<file path="config.mk">
export PLATFORM = sky130hd
export DESIGN_NAME = zkey_event_sched_flat
export DESIGN_NICKNAME = d
export VERILOG_FILES = /design/src/rtl/zkey_event_sched_if.sv /design/src/rtl/zkey_event_sched.sv /design/src/flat_wrapper.sv
export SDC_FILE = /design/constraint.sdc
export NUM_CORES = 1
export LEC_CHECK = 0
export CAP_MARGIN = 20
export CELL_PAD_IN_SITES_DETAIL_PLACEMENT = 0
export CELL_PAD_IN_SITES_GLOBAL_PLACEMENT = 1
export CORE_MARGIN = 1.5
export CORE_UTILIZATION = 45
export CTS_BUF_LIST = sky130_fd_sc_hd__clkbuf_4 sky130_fd_sc_hd__clkbuf_8 sky130_fd_sc_hd__clkbuf_16
export CTS_CLUSTER_SIZE = 8
export DETAILED_ROUTE_END_ITERATION = 16
export PLACE_DENSITY = 0.82
export SLEW_MARGIN = 10
export SYNTH_ARGS = -nofsm -noshare
export SYNTH_HDL_FRONTEND = slang
export SYNTH_SLANG_ARGS = --single-unit
</file>
<file path="constraint.sdc">
create_clock -name iClk -period 2.5 [get_ports iClk]
set_input_delay 0.75 -clock iClk [delete_from_list [all_inputs] [get_ports iClk]]
set_output_delay 0.75 -clock iClk [all_outputs]
set_load 0.005 [all_outputs]
</file>
<file path="src/rtl/zkey_event_sched_if.sv">
// Switch pulse inputs and event-stream handshake of zkey_event_sched.
// master is the scheduler side, slave is the switch/consumer side.
interface zkey_event_sched_if #(
    parameter int NUM_SW = 4
);
    logic [NUM_SW-1:0] sw_down;
    logic [NUM_SW-1:0] sw_up;
    logic              evt_valid;
    logic [1:0]        evt_code;
    logic [1:0]        evt_sw;
    logic              evt_ready;
    logic              overflow;
    logic              clr_ovf;

    modport master (
        input  sw_down, sw_up, evt_ready, clr_ovf,
        output evt_valid, evt_code, evt_sw, overflow
    );

    modport slave (
        output sw_down, sw_up, evt_ready, clr_ovf,
        input  evt_valid, evt_code, evt_sw, overflow
    );
endinterface

</file>
<file path="src/rtl/zkey_event_sched.sv">
// Per-switch SHORT/LONG/LONG-RELEASE press classifier with a round-robin
// arbiter feeding one first-word-fall-through event FIFO.
module zkey_event_sched #(
    parameter int NUM_SW     = 4,
    parameter int LONG_CNT   = 100_000_000,
    parameter int CNT_W      = 27,
    parameter int FIFO_DEPTH = 4
) (
    input  logic               iClk,
    input  logic               iRstN,
    zkey_event_sched_if.master bus
);
    localparam int SW_W   = 2;
    localparam int PTR_W  = $clog2(FIFO_DEPTH);
    localparam int CNT_FW = PTR_W + 1;

    typedef enum logic [1:0] {
        ST_IDLE    = 2'b00,
        ST_PRESSED = 2'b01,
        ST_HELD    = 2'b10
    } press_state_t;

    typedef enum logic [1:0] {
        EVT_NONE  = 2'b00,
        EVT_SHORT = 2'b01,
        EVT_LONG  = 2'b10,
        EVT_LREL  = 2'b11
    } evt_code_t;

    typedef struct packed {
        logic [SW_W-1:0] sw;
        evt_code_t       code;
    } fifo_entry_t;

    press_state_t      state_q     [NUM_SW];
    press_state_t      state_d     [NUM_SW];
    logic [CNT_W-1:0]  cnt_q       [NUM_SW];
    logic [CNT_W-1:0]  cnt_d       [NUM_SW];
    logic [NUM_SW-1:0] evt_fire;
    evt_code_t         evt_new     [NUM_SW];

    logic [NUM_SW-1:0] pend_valid_q;
    logic [NUM_SW-1:0] pend_valid_d;
    evt_code_t         pend_code_q [NUM_SW];
    evt_code_t         pend_code_d [NUM_SW];
    logic              ovf_set;
    logic              ovf_q;

    logic [SW_W-1:0]   last_grant_q;
    logic [NUM_SW-1:0] grant;
    logic              grant_any;
    logic [SW_W-1:0]   grant_idx;

    fifo_entry_t       mem [FIFO_DEPTH];
    fifo_entry_t       head;
    logic [PTR_W-1:0]  wr_ptr_q;
    logic [PTR_W-1:0]  rd_ptr_q;
    logic [CNT_FW-1:0] count_q;
    logic              push;
    logic              pop;

    function automatic logic [SW_W-1:0] rr_idx(input logic [SW_W-1:0] base, input int off);
        return SW_W'((int'(base) + off) % NUM_SW);
    endfunction

    // Press classifier: one FSM and counter per channel.
    always_comb begin
        for (int n = 0; n < NUM_SW; n++) begin
            // NOTE: every combinational output gets a default first so no path can infer a latch.
            state_d[n]  = state_q[n];
            cnt_d[n]    = cnt_q[n];
            evt_fire[n] = 1'b0;
            evt_new[n]  = EVT_NONE;
            case (state_q[n])
                ST_IDLE: begin
                    if (bus.sw_down[n]) begin
                        cnt_d[n]   = '0;
                        state_d[n] = ST_PRESSED;
                    end
                end
                ST_PRESSED: begin
                    cnt_d[n] = cnt_q[n] + CNT_W'(1);
                    if (bus.sw_up[n]) begin
                        evt_fire[n] = 1'b1;
                        evt_new[n]  = EVT_SHORT;
                        state_d[n]  = ST_IDLE;
                    end else if (cnt_q[n] == CNT_W'(LONG_CNT - 1)) begin
                        evt_fire[n] = 1'b1;
                        evt_new[n]  = EVT_LONG;
                        state_d[n]  = ST_HELD;
                    end
                end
                ST_HELD: begin
                    if (bus.sw_up[n]) begin
                        evt_fire[n] = 1'b1;
                        evt_new[n]  = EVT_LREL;
                        state_d[n]  = ST_IDLE;
                    end
                end
                default: state_d[n] = ST_IDLE;
            endcase
        end
    end

    // Round-robin grant, searching from the channel after the last winner.
    always_comb begin
        grant     = '0;
        grant_any = 1'b0;
        grant_idx = last_grant_q;
        if (count_q < CNT_FW'(FIFO_DEPTH)) begin
            for (int i = 1; i <= NUM_SW; i++) begin
                if (!grant_any && pend_valid_q[rr_idx(last_grant_q, i)]) begin
                    grant_any = 1'b1;
                    grant_idx = rr_idx(last_grant_q, i);
                end
            end
            if (grant_any) grant[grant_idx] = 1'b1;
        end
    end

    // A granted channel empties its slot this edge, so a new event may refill it.
    always_comb begin
        ovf_set = 1'b0;
        for (int n = 0; n < NUM_SW; n++) begin
            pend_valid_d[n] = pend_valid_q[n];
            pend_code_d[n]  = pend_code_q[n];
            if (evt_fire[n]) begin
                if (pend_valid_q[n] && !grant[n]) begin
                    ovf_set = 1'b1;
                end else begin
                    pend_valid_d[n] = 1'b1;
                    pend_code_d[n]  = evt_new[n];
                end
            end else if (grant[n]) begin
                pend_valid_d[n] = 1'b0;
            end
        end
    end

    assign push = grant_any;
    assign pop  = bus.evt_valid & bus.evt_ready;

    always_ff @(posedge iClk or negedge iRstN) begin
        if (!iRstN) begin
            // NOTE: sequential state always uses non-blocking assignments so every flop samples pre-edge values.
            for (int n = 0; n < NUM_SW; n++) begin
                state_q[n]     <= ST_IDLE;
                cnt_q[n]       <= '0;
                pend_code_q[n] <= EVT_NONE;
            end
            pend_valid_q <= '0;
            last_grant_q <= SW_W'(NUM_SW - 1);
            ovf_q        <= 1'b0;
            wr_ptr_q     <= '0;
            rd_ptr_q     <= '0;
            count_q      <= '0;
        end else begin
            for (int n = 0; n < NUM_SW; n++) begin
                state_q[n]     <= state_d[n];
                cnt_q[n]       <= cnt_d[n];
                pend_code_q[n] <= pend_code_d[n];
            end
            pend_valid_q <= pend_valid_d;
            if (grant_any) last_grant_q <= grant_idx;
            if (ovf_set)             ovf_q <= 1'b1;
            else if (bus.clr_ovf)    ovf_q <= 1'b0;
            if (push) wr_ptr_q <= wr_ptr_q + PTR_W'(1);
            if (pop)  rd_ptr_q <= rd_ptr_q + PTR_W'(1);
            case ({push, pop})
                2'b10:   count_q <= count_q + CNT_FW'(1);
                2'b01:   count_q <= count_q - CNT_FW'(1);
                default: count_q <= count_q;
            endcase
        end
    end

    // NOTE: the FIFO storage has no reset; outputs are masked by evt_valid, so stale entries never show.
    always_ff @(posedge iClk) begin
        if (push) mem[wr_ptr_q] <= '{sw: grant_idx, code: pend_code_q[grant_idx]};
    end

    assign head          = mem[rd_ptr_q];
    assign bus.evt_valid = (count_q != '0);
    assign bus.evt_code  = bus.evt_valid ? head.code : EVT_NONE;
    assign bus.evt_sw    = bus.evt_valid ? head.sw   : '0;
    assign bus.overflow  = ovf_q;
endmodule
</file>
<file path="src/flat_wrapper.sv">
// flat-port wrapper written by rule: the top's interface ports become plain ports
module zkey_event_sched_flat 
#(
    parameter int NUM_SW     = 4,
    parameter int LONG_CNT   = 100_000_000,
    parameter int CNT_W      = 27,
    parameter int FIFO_DEPTH = 4
)
  (iClk, iRstN, bus_sw_down, bus_sw_up, bus_evt_ready, bus_clr_ovf, bus_evt_valid, bus_evt_code, bus_evt_sw, bus_overflow);
  zkey_event_sched_if #(.NUM_SW(NUM_SW)) bus_i ();
  input  logic iClk;
  input  logic iRstN;
  input wire logic [$bits(bus_i.sw_down)-1:0] bus_sw_down;
  input wire logic [$bits(bus_i.sw_up)-1:0] bus_sw_up;
  input wire logic [$bits(bus_i.evt_ready)-1:0] bus_evt_ready;
  input wire logic [$bits(bus_i.clr_ovf)-1:0] bus_clr_ovf;
  output wire logic [$bits(bus_i.evt_valid)-1:0] bus_evt_valid;
  output wire logic [$bits(bus_i.evt_code)-1:0] bus_evt_code;
  output wire logic [$bits(bus_i.evt_sw)-1:0] bus_evt_sw;
  output wire logic [$bits(bus_i.overflow)-1:0] bus_overflow;
  assign bus_i.sw_down = bus_sw_down;
  assign bus_i.sw_up = bus_sw_up;
  assign bus_i.evt_ready = bus_evt_ready;
  assign bus_i.clr_ovf = bus_clr_ovf;
  assign bus_evt_valid = bus_i.evt_valid;
  assign bus_evt_code = bus_i.evt_code;
  assign bus_evt_sw = bus_i.evt_sw;
  assign bus_overflow = bus_i.overflow;
  zkey_event_sched #(.NUM_SW(NUM_SW), .LONG_CNT(LONG_CNT), .CNT_W(CNT_W), .FIFO_DEPTH(FIFO_DEPTH)) u_core (.iClk(iClk), .iRstN(iRstN), .bus(bus_i));
endmodule
</file>
=== After elaboration in Yosys (flattened, before gate mapping) ===
Memory sizes are Yosys's and may differ from the RTL's.
Cells that the tools add are included.

* Output and inout bits: 6
* Input port bits: 12
* Bits in writable memories: 16
* Word-level logic and storage cells: 241
* Memories: 1
* Bits in registers: 138

{| class="wikitable"
|+ Memory list
! name !! depth !! bits a word !! rd ports !! clocked after memory_dff !! write ports !! RTL line !! RTL
|-
| u_core.mem || 4 || 4 || 1 || 0 || 1 || zkey_event_sched.sv:54 || <nowiki>fifo_entry_t mem [FIFO_DEPTH];</nowiki>
|}

* $lt $le $gt $ge: 8
* Mux-type cells: 117
* Bitwise operators: 6
* Equality and inequality tests: 30
* $add $sub $neg: 12
* Reduce and logical (&&, ||, !) cells: 46

{| class="wikitable"
|+ Operators with widths
! operator !! number
|-
| 27-bit case mux with 2 select lines || 4
|-
| 27-bit by 1-bit adder with 27-bit output, second input constant || 4
|-
| 27-bit equality test, second input constant || 4
|-
| 27-bit two-way mux || 4
|-
| 2-bit two-way mux || 38
|-
| 1-bit two-way mux || 50
|-
| 2-bit inequality test, second input constant || 12
|-
| 2-bit case mux with 3 select lines || 4
|-
| 2-bit AND reduction || 12
|-
| 2-bit nonzero test || 10
|-
| 2-bit case mux with 2 select lines || 4
|-
| 2-bit by 3-bit less-than comparator with 1-bit output, second input constant || 5
|-
| 3-bit by 2-bit inequality test with 1-bit output, second input constant || 4
|-
| 3-bit AND reduction || 4
|-
| 2-bit by 1-bit equality test with 1-bit output, second input constant || 5
|-
| 2-bit equality test, second input constant || 5
|-
| 2-bit by 1-bit adder with 2-bit output, second input constant || 4
|-
| 1-bit binary-select mux with 2-bit select || 4
|-
| 1-bit logical AND || 8
|-
| 2-bit zero test || 4
|-
| 4-bit two-way mux || 2
|-
| 1-bit case mux with 2 select lines || 4
|-
| 1-bit zero test || 7
|-
| 3-bit case mux with 2 select lines || 1
|-
| other kinds (12) || 16
|}

=== Depth between registers and ports, before layout ===
Gate-level depths: netlist of run 1.

* Depth in word-level cells: 34
* Gate-level depth with buffers: 9
* Mapped depth without buffers: 9

=== Worst setup path after synthesis of run 1 ===
Ideal clock, no wire load.

* Path type: register to register
* Start: reg u_core.last_grant_q[0]
* End: mem u_core.mem[0][1] in the netlist's numbering, data pin
* Buffers on the path: 0
* Slack: 384 ps
* Arrival time: 1836 ps
* Cell stages (with the launch flop): 7
* Clock period less this slack: 2116 ps
* Setup time: 280 ps
* Required time: 2220 ps
* Cell sequence: dfstp_2 > nand2b_1 > o21ai_1 > a221oi_1 > nand2_1 > o21ai_2 > mux4_2

* Word-level cells in the longest chain between the ends: 22
* Elaborated cells between the ends (all ways): 34
* Those cells by class: add/sub (4); mux (23); bitwise (1); reduce/logical (6)

{| class="wikitable"
|+ RTL lines
! what !! RTL line !! RTL
|-
| from (decl) || zkey_event_sched.sv:49 || <nowiki>logic [SW_W-1:0] last_grant_q;</nowiki>
|-
| from (signal assigned) || zkey_event_sched.sv:152 || <nowiki>last_grant_q <= SW_W'(NUM_SW - 1);</nowiki>
|-
| from (signal assigned) || zkey_event_sched.sv:164 || <nowiki>if (grant_any) last_grant_q <= grant_idx;</nowiki>
|-
| 2-bit by 1-bit adder with 2-bit output || zkey_event_sched.sv:63 || <nowiki>return SW_W'((int'(base) + off) % NUM_SW);</nowiki>
|-
| 1-bit binary-select mux with 2-bit select || zkey_event_sched.sv:112 || <nowiki>if (!grant_any && pend_valid_q[rr_idx(last_grant_q, i)]) begin</nowiki>
|-
| 1-bit two-way mux (implied by the code) || zkey_event_sched.sv:112 ||
|-
| 1-bit two-way mux || zkey_event_sched.sv:112 ||
|-
| 1-bit two-way mux || zkey_event_sched.sv:110 || <nowiki>if (count_q < CNT_FW'(FIFO_DEPTH)) begin</nowiki>
|-
| 1-bit zero test || zkey_event_sched.sv:112 ||
|-
| 1-bit logical AND || zkey_event_sched.sv:112 ||
|-
| 1-bit two-way mux || zkey_event_sched.sv:112 ||
|-
| [... 5 more ...] || - ||
|-
| 1-bit zero test || zkey_event_sched.sv:112 ||
|-
| 1-bit logical AND || zkey_event_sched.sv:112 ||
|-
| 2-bit two-way mux || zkey_event_sched.sv:112 ||
|-
| 2-bit two-way mux || zkey_event_sched.sv:110 ||
|-
| 2-bit two-way mux (*) || zkey_event_sched.sv:110 ||
|-
| 2-bit inverter with 3-bit output (implied by the code) (*) || zkey_event_sched.sv:179 || <nowiki>if (push) mem[wr_ptr_q] <= '{sw: grant_idx, code: pend_code_q[grant_idx]};</nowiki>
|-
| 2-bit binary-select mux with 2-bit select (*) || zkey_event_sched.sv:179 ||
|-
| 2-bit two-way mux (implied by the code) (*) (2 in series) || zkey_event_sched.sv:179 ||
|-
| to (decl) || zkey_event_sched.sv:54 ||
|}

Every way passes the cells marked *; elsewhere a longest branch is shown, timed or not. The select of a mux whose other input is x is not followed.

=== Final worst setup path of run 1 ===
* Start: reg u_core.rd_ptr_q[0]
* End: out bus_evt_sw[0]

* Word-level cells in the longest chain between the ends: 2

{| class="wikitable"
|+ RTL lines
! what !! RTL line !! RTL
|-
| from (decl) || zkey_event_sched.sv:57 || <nowiki>logic [PTR_W-1:0] rd_ptr_q;</nowiki>
|-
| from (signal assigned) || zkey_event_sched.sv:168 || <nowiki>if (pop) rd_ptr_q <= rd_ptr_q + PTR_W'(1);</nowiki>
|-
| memory read 4 x 4 bit || - ||
|-
| 2-bit two-way mux || zkey_event_sched.sv:185 || <nowiki>assign bus.evt_sw = bus.evt_valid ? head.sw : '0;</nowiki>
|-
| to (decl) || flat_wrapper.sv:19 || <nowiki>output wire logic [$bits(bus_i.evt_sw)-1:0] bus_evt_sw;</nowiki>
|}

Every way passes these cells.

==> results of run 1 <==
cell usage after synthesis (all sizes together) (18+ instances only):
cell type  number  area (um^2)
dfrtp         136         3400
nor2          114          428
nand2          70          263
xor2           54          473
o21ai          41          209
inv            33          124
xnor2          32          280
nand4          31          200
nand3          30          165
a21oi          26          130
ha             21          263
or3            18          118
placed cells by master, fill, tap and decap left out, drive strengths merged, types with 6 or more instances in the layout:
cell and instances:
and2 13, mux2 9, o21ai 41, clkinv 7, mux2i 6, a21oi 26, edfxtp 16, inv 33
nor2 114, nor3 16, mux4 6, clkdlybuf4s50 12, and4 14, nor4 9, xnor2 32, and3 14
nand3 30, ha 21, or3 18, clkbuf 23, dfrtp 136, nand2 70, buf 38, nand2b 9
xor2 54, nand4 31
power by group through the flow:
| stage | combinational, mW | clock (mW) | sequential, mW |
|---|---|---|---|
| 6_report | 2.48 | 2.51 | 3.33 |
| 5_1_grt | 2.80 | 2.71 | 3.38 |
| 4_1_cts | 2.45 | 2.57 | 3.32 |
| 3_5_place_dp | 2.38 | 0 | 3.37 |
| 3_3_place_gp | 2.29 | 0 | 3.34 |
| 2_1_floorplan | 1.66 | 0 | 3.26 |
cells by family after synthesis:
kind of cell | share of synthesized area [%]
DFF | 49.6
buffers and inverters | 2.25
AOI/OAI and AO/OA | 7.94
adders and majority gates | 3.56
muxes | 3.88
and+or+nand+nor | 23.3
xor gates and xnor gates | 9.49
what timing repair did:
item / 4_1_cts / 5_1_grt
endpoints found under the setup margin: 5 / 5
cloned: 0 / 0
pin swaps: 2 / 0
resized for setup: 12 / 12
setup buffers: 5 / 0
critical path, delay by kind of cell (launching register included):
kind	cells	cell delay, ps
buf+inv	3	300
mux	1	470
simple gates	1	150
flops	1	430
sequential cells by signal, indices dropped and copies added (netlist names):
signal	count
u_core.last_grant_q	2
u_core.count_q	3
u_core.state_q	8
u_core.mem	16
u_core.pend_valid_q	4
u_core.pend_code_q	8
u_core.rd_ptr_q	2
u_core.bus.overflow	1
u_core.cnt_q	108
u_core.wr_ptr_q	2
metrics by stage:
step	instances	util, %	setup TNS (ps)
after floorplan	786	-	0
after global placement	1045	49.6	0
after detailed placement	1045	49.6	0
after CTS	1082	53.3	-214
after global routing	1082	53.3	-140
final	1082	53.3	-18.3
per-layer routing:
metal / GRT usage, % / vias to the layer above
met1: 25.4 / 2821
met5: 0 / -
met3: 3.99 / 12
met4: 5.97 / 0
met2: 29.6 / 78
li1: - / 2866
final cells by class:
class	count	area, um^2	area share (%)
Timing Repair Buffer	53	464	5.03
Clock buffer	20	454	4.92
Inverter	33	126	1.37
Sequential cell	154	3940	42.7
Clock inverter	12	125	1.36
Tap cell	225	282	3.05
Multi-Input combinational cell	585	3830	41.6
worst max-delay path by stage:
stage	from	endpoint	slack, ps	depth (start not counted)
floorplan	u_core.last_grant_q[0]	u_core.mem[0][1]	380	6
global placement	bus_sw_down[0]	u_core.cnt_q[106]	40	7
detailed placement	bus_sw_down[1]	u_core.cnt_q[77]	2	6
CTS	u_core.rd_ptr_q[0]	bus_evt_sw[1]	-110	4
global route	u_core.rd_ptr_q[0]	bus_evt_sw[0]	-90	5
finish	u_core.rd_ptr_q[0]	bus_evt_sw[0]	-20	5
==> results by group, run 1 <==
Status
  • Status: finished with violations
  • Violated checks: setup timing

Logic synthesis
  • Sequential share of the synthesized area: 49.6%
  • Ys async rst share: 89.6%
  • Post-synth EDFFs: 16
  • Mean Syn Cell Area: 10.1 um^2
  • Post-Syn Nets: 820
  • Mapped cell area: 7940 um^2
  • Register bit total from synthesis: 154
  • Synth Flop Type: dfrtp_1
  • Post-Synthesis Cells: 786
  • Synth cell types: 65
  • Synth warn: 0

Setup path
  • Required time worst endpoint: 1750 ps
  • Most used cell, CP: buf_6
  • Reg2reg end: u_core.pend_code_q[6]
  • Worst Path Arrival: 1770 ps
  • Critical-path cell list: buf_12 -> buf_6 -> mux4_2 -> and2_4 -> buf_6
  • Reg2reg start: u_core.cnt_q[81]
  • R2r setup slk: 170 ps
  • Kind of critical path: flip-flop to primary output
  • CP max stage delay: 470 ps
  • Startpoint Class: flip-flop
  • Critical Path Fanout Max: 3
  • Crit. End Element: primary output
  • Slowest CP cell: mux4_2
  • R2R cell count: 8

Timing
  • Period utilisation layout: 101%
  • Fmax: 397 MHz
  • Slew margin rel.: 48.2%
  • Final Slew Violations: 0
  • Final Skew: 6.28 ps
  • RSZ-0062 raised after global routing: true
  • Clock period minus worst slack: 2520 ps
  • Final Setup Violations: 1
  • Final hold vios: 0
  • Worst-Margin Slew: 769 ps
  • Hold_ws: 269 ps
  • PnR worst setup slack: -18.3 ps

Clocking
  • Post-CTS Hold Buffers: 0
  • Htree depth: 4
  • Skew-Pair Late Insertion Delay: 420 ps
  • Clock transition at path regs: 60 ps
  • Inserted Clock Buffers: 17
  • Maximum clock path buffer count: 2
  • CTS Sinks: 154
  • Root Driver: clkbuf_16
  • CTS tree: built

Flow run
  • Max Cap Violations: 0

Drt
  • Remaining antenna violation count: 0
  • Via density: 5.34
  • DR iter-0 viols: 283
  • WL/cell: 14.3 um
  • Top layer reached by signal wires: met4
  • Met1 Wirelength: 7580 um
  • Wirelength, routed: 15500 um
  • DR WL met3: 431 um
  • Met2 wire len: 7330 um
  • 1st-pass router iterations: 5
  • Detailed-route via count: 5777
  • DRC Markers: 0

Die
  • Std-Cell Rows: 48
  • Die area: 18500 um^2
  • Starting density of the core: 45.9%
  • Die width: 136 um
  • # IOs: 18
  • Area of the core: 17300 um^2
  • Die H: 136 um

Place
  • Post-detail-place hpwl: 11000 um
  • Pre-CTS setup slack: 2.43 ps
  • Post-DP Area: 8580 um^2
  • Final Wtd Congestion: 0.807
  • IO Port Bufs: 17

Power and ir drop
  • Comb pwr share: 29.8%
  • Post-route total power: 8.32 mW
  • Pwr/cell area: 902 nW/um^2
  • Switching power total: 2.64 mW
  • Pleak: 4.02 nW
  • Sequential Power Share: 40.0%
  • Net Sw Frac: 31.7%
  • P_int: 5.68 mW
  • Peak supply drop: 0.599 mV
  • Clk pwr share: 30.2%

Global routing
  • Total grt overflow: 0
  • Global-route wire length before repair: 27400 um
  • Total Routing Usage GR: 18.6%
  • Largest net degree at the start of global routing: 53
  • Antenna violations before repair: 0
  • Vias in the first global route: 5779

Cells and area
  • Share of layout cells above drive strength 1: 12.6%
  • Area growth syn-to-layout: 16.2%
  • Post-route cell area: 9230 um^2
  • Final nets: 878
  • Fillers: 1543
  • Ant. Diodes: 0

Hold path
  • Worst hold path type: primary input to asynchronous set/reset pin
(Power assumes the default switching activity.)
==> inputs of run 2 (changes only) <==
--- a/config.mk
+++ b/config.mk
@@ -9,11 +9,11 @@
 export CELL_PAD_IN_SITES_DETAIL_PLACEMENT = 0
 export CELL_PAD_IN_SITES_GLOBAL_PLACEMENT = 1
 export CORE_MARGIN = 1.5
-export CORE_UTILIZATION = 45
+export CORE_UTILIZATION = 40
 export CTS_BUF_LIST = sky130_fd_sc_hd__clkbuf_4 sky130_fd_sc_hd__clkbuf_8 sky130_fd_sc_hd__clkbuf_16
 export CTS_CLUSTER_SIZE = 8
 export DETAILED_ROUTE_END_ITERATION = 16
-export PLACE_DENSITY = 0.82
+export PLACE_DENSITY = 0.76
 export SLEW_MARGIN = 10
 export SYNTH_ARGS = -nofsm -noshare
 export SYNTH_HDL_FRONTEND = slang
==> run 2 against run 1 <==
  * The flow now finishes without violations
  * Via count decreased by 0.57%
  * Hold slack got worse by 16 ps
  * Register-to-register slack improved by 70 ps
  * Die area increased by 12%
  * Largest power group unchanged
  * Design area increased by 0.99%
  * Critical path depth decreased by 1
  * Clock power increased by 3%
  * Critical endpoint is now bus_evt_sw[1]
  * Count of clock-buffer cells in the layout increased by 1
==> results by group, run 2 (synthesis gave the netlist of run 1 again) <==
Status
  • Status: complete, no violations

Place
  • Placed cells: 1092
  • Post-detail-place hpwl: 10900 um
  • IO Port Bufs: 17
  • Final Wtd Congestion: 0.767

Clocking
  • Maximum clock path buffer count: 2
  • Htree depth: 4
  • Inserted Clock Buffers: 17
  • Root Driver: clkbuf_16
  • Post-CTS Hold Buffers: 0
  • Skew-Pair Late Insertion Delay: 420 ps
  • Clock transition at path regs: 60 ps
  • CTS Sinks: 154
  • CTS tree: built

Setup path
  • Family with the most delay on the worst path: multiplexers
  • Buffers and inverters on the worst path: 2
  • Required time worst endpoint: 1750 ps
  • Reg2reg end: u_core.pend_code_q[5]
  • Critical Path End: bus_evt_sw[1]
  • Critical Path Fanout Max: 4
  • Worst Path Arrival: 1690 ps
  • CP Depth: 4
  • Kind of critical path: flip-flop to primary output
  • Critical-path cell list: buf_6 -> mux4_2 -> and2_1 -> clkbuf_2
  • Crit path launch: u_core.rd_ptr_q[0]
  • Crit. End Element: primary output
  • Slowest CP cell: mux4_2
  • R2r setup slk: 240 ps
  • Reg2reg start: u_core.cnt_q[63]
  • Startpoint Class: flip-flop
  • R2R cell count: 6
  • CP max stage delay: 490 ps

Die
  • Die width: 144 um
  • # IOs: 18
  • Std-Cell Rows: 51
  • Die H: 144 um
  • Area of the core: 19500 um^2
  • Starting density of the core: 40.8%
  • Die area: 20700 um^2

Timing
  • Final Slew Violations: 0
  • Fmax: 409 MHz
  • Final Setup Violations: 0
  • Final hold vios: 0
  • Final Skew: 13.0 ps
  • Period utilisation layout: 97.8%
  • Clock period minus worst slack: 2440 ps
  • Total negative setup slack: 0 ps
  • Slew margin rel.: 55.5%
  • Worst-Margin Slew: 661 ps

Hold path
  • Worst hold path type: primary input to asynchronous set/reset pin

Drt
  • Via density: 5.08
  • Detailed-route via count: 5744
  • Wirelength, routed: 15400 um
  • DRC Markers: 0
  • 1st-pass router iterations: 4
  • WL/cell: 13.7 um
  • Remaining antenna violation count: 0
  • DR iter-0 viols: 336

Cells and area
  • Max reg flops: 108
  • Multi-input logic area: 3830 um^2
  • Ant. Diodes: 0
  • Sequential Area: 3940 um^2
  • Fillers: 1848
  • Fin util: 47.9%
  • Most frequent cells in the layout: 134 x dfrtp_1, 114 x nor2_1, 70 x nand2_1
  • Top reg by flops: u_core.cnt_q
  • Final Non-Filler Cells: 1130
  • Commonest non-fill, non-tap cell in the layout: dfrtp_1
  • Final nets: 886
  • Area growth syn-to-layout: 17.3%
  • Top Registers: u_core.cnt_q x108, u_core.mem x16
  • Share of layout cells above drive strength 1: 12.8%

Global routing
  • Total grt overflow: 0
  • Vias in the first global route: 5732
  • Antenna violations before repair: 0
  • Total Routing Usage GR: 16.6%
  • Global-route wire length before repair: 27400 um
  • Largest net degree at the start of global routing: 52

Power and ir drop
  • Pwr/cell area: 895 nW/um^2
  • Pleak: 4.07 nW
  • Peak supply drop: 0.515 mV

Flow run
  • Max Cap Violations: 0
-- run 2: area by class of cell --
type                    instances  share of cell area, %
multi-input cells             585                   41.1
well taps                     265                   3.56
inverters                      33                   1.33
repair buffers                 61                   5.47
clock buffers                  21                   4.89
flip-flops and latches        154                   42.3
clock inverters                11                   1.40
-- run 2: per-layer routing --
layer | routed length (um) | part of all wire, % | track usage (%)
met5 | 0 | 0 | 0
met4 | 141 | 0.91 | 5.10
met3 | 320 | 2.1 | 3.53
met2 | 7160 | 46 | 26.8
met1 | 7800 | 51 | 22.3
-- run 2: repair_timing --
action | 4_1_cts | 5_1_grt
gates resized for setup | 5 | 14
endpoints found under the setup margin | 4 | 5
pin swaps | 2 | 2
setup buffers | 5 | 1
-- run 2: power breakdown --
part | internal, mW | leakage (nW) | total (mW) | switching [mW]
clock | 1.60 | 0.293 | 2.59 | 0.990
combinational | 1.13 | 1.76 | 2.44 | 1.31
sequential | 3.02 | 2.02 | 3.31 | 0.293
-- run 2: per-stage QoR --
stage	hold WS (ps)	total power, mW	setup WS [ps]	cell area, um^2
6_report	252	8.34	56.2	9320
5_1_grt	283	8.90	-0.228	9320
4_1_cts	265	8.42	-93.3	9310
3_5_place_dp	465	5.77	-12.7	8690
3_3_place_gp	465	5.72	8.68	8690
2_1_floorplan	446	4.92	384	7940
-- run 2: how the worst min path moves through the flow --
stage / cells after the start / to / startpoint / slack [ps]
finish: 1 / u_core.cnt_q[34] / iRstN / 250
global route: 1 / u_core.cnt_q[34] / iRstN / 280
CTS: 1 / u_core.cnt_q[34] / iRstN / 270
detailed placement: 1 / u_core.count_q[0] / u_core.count_q[0] / 460
global placement: 1 / u_core.count_q[0] / u_core.count_q[0] / 470
floorplan: 0 / u_core.bus.overflow / iRstN / 450
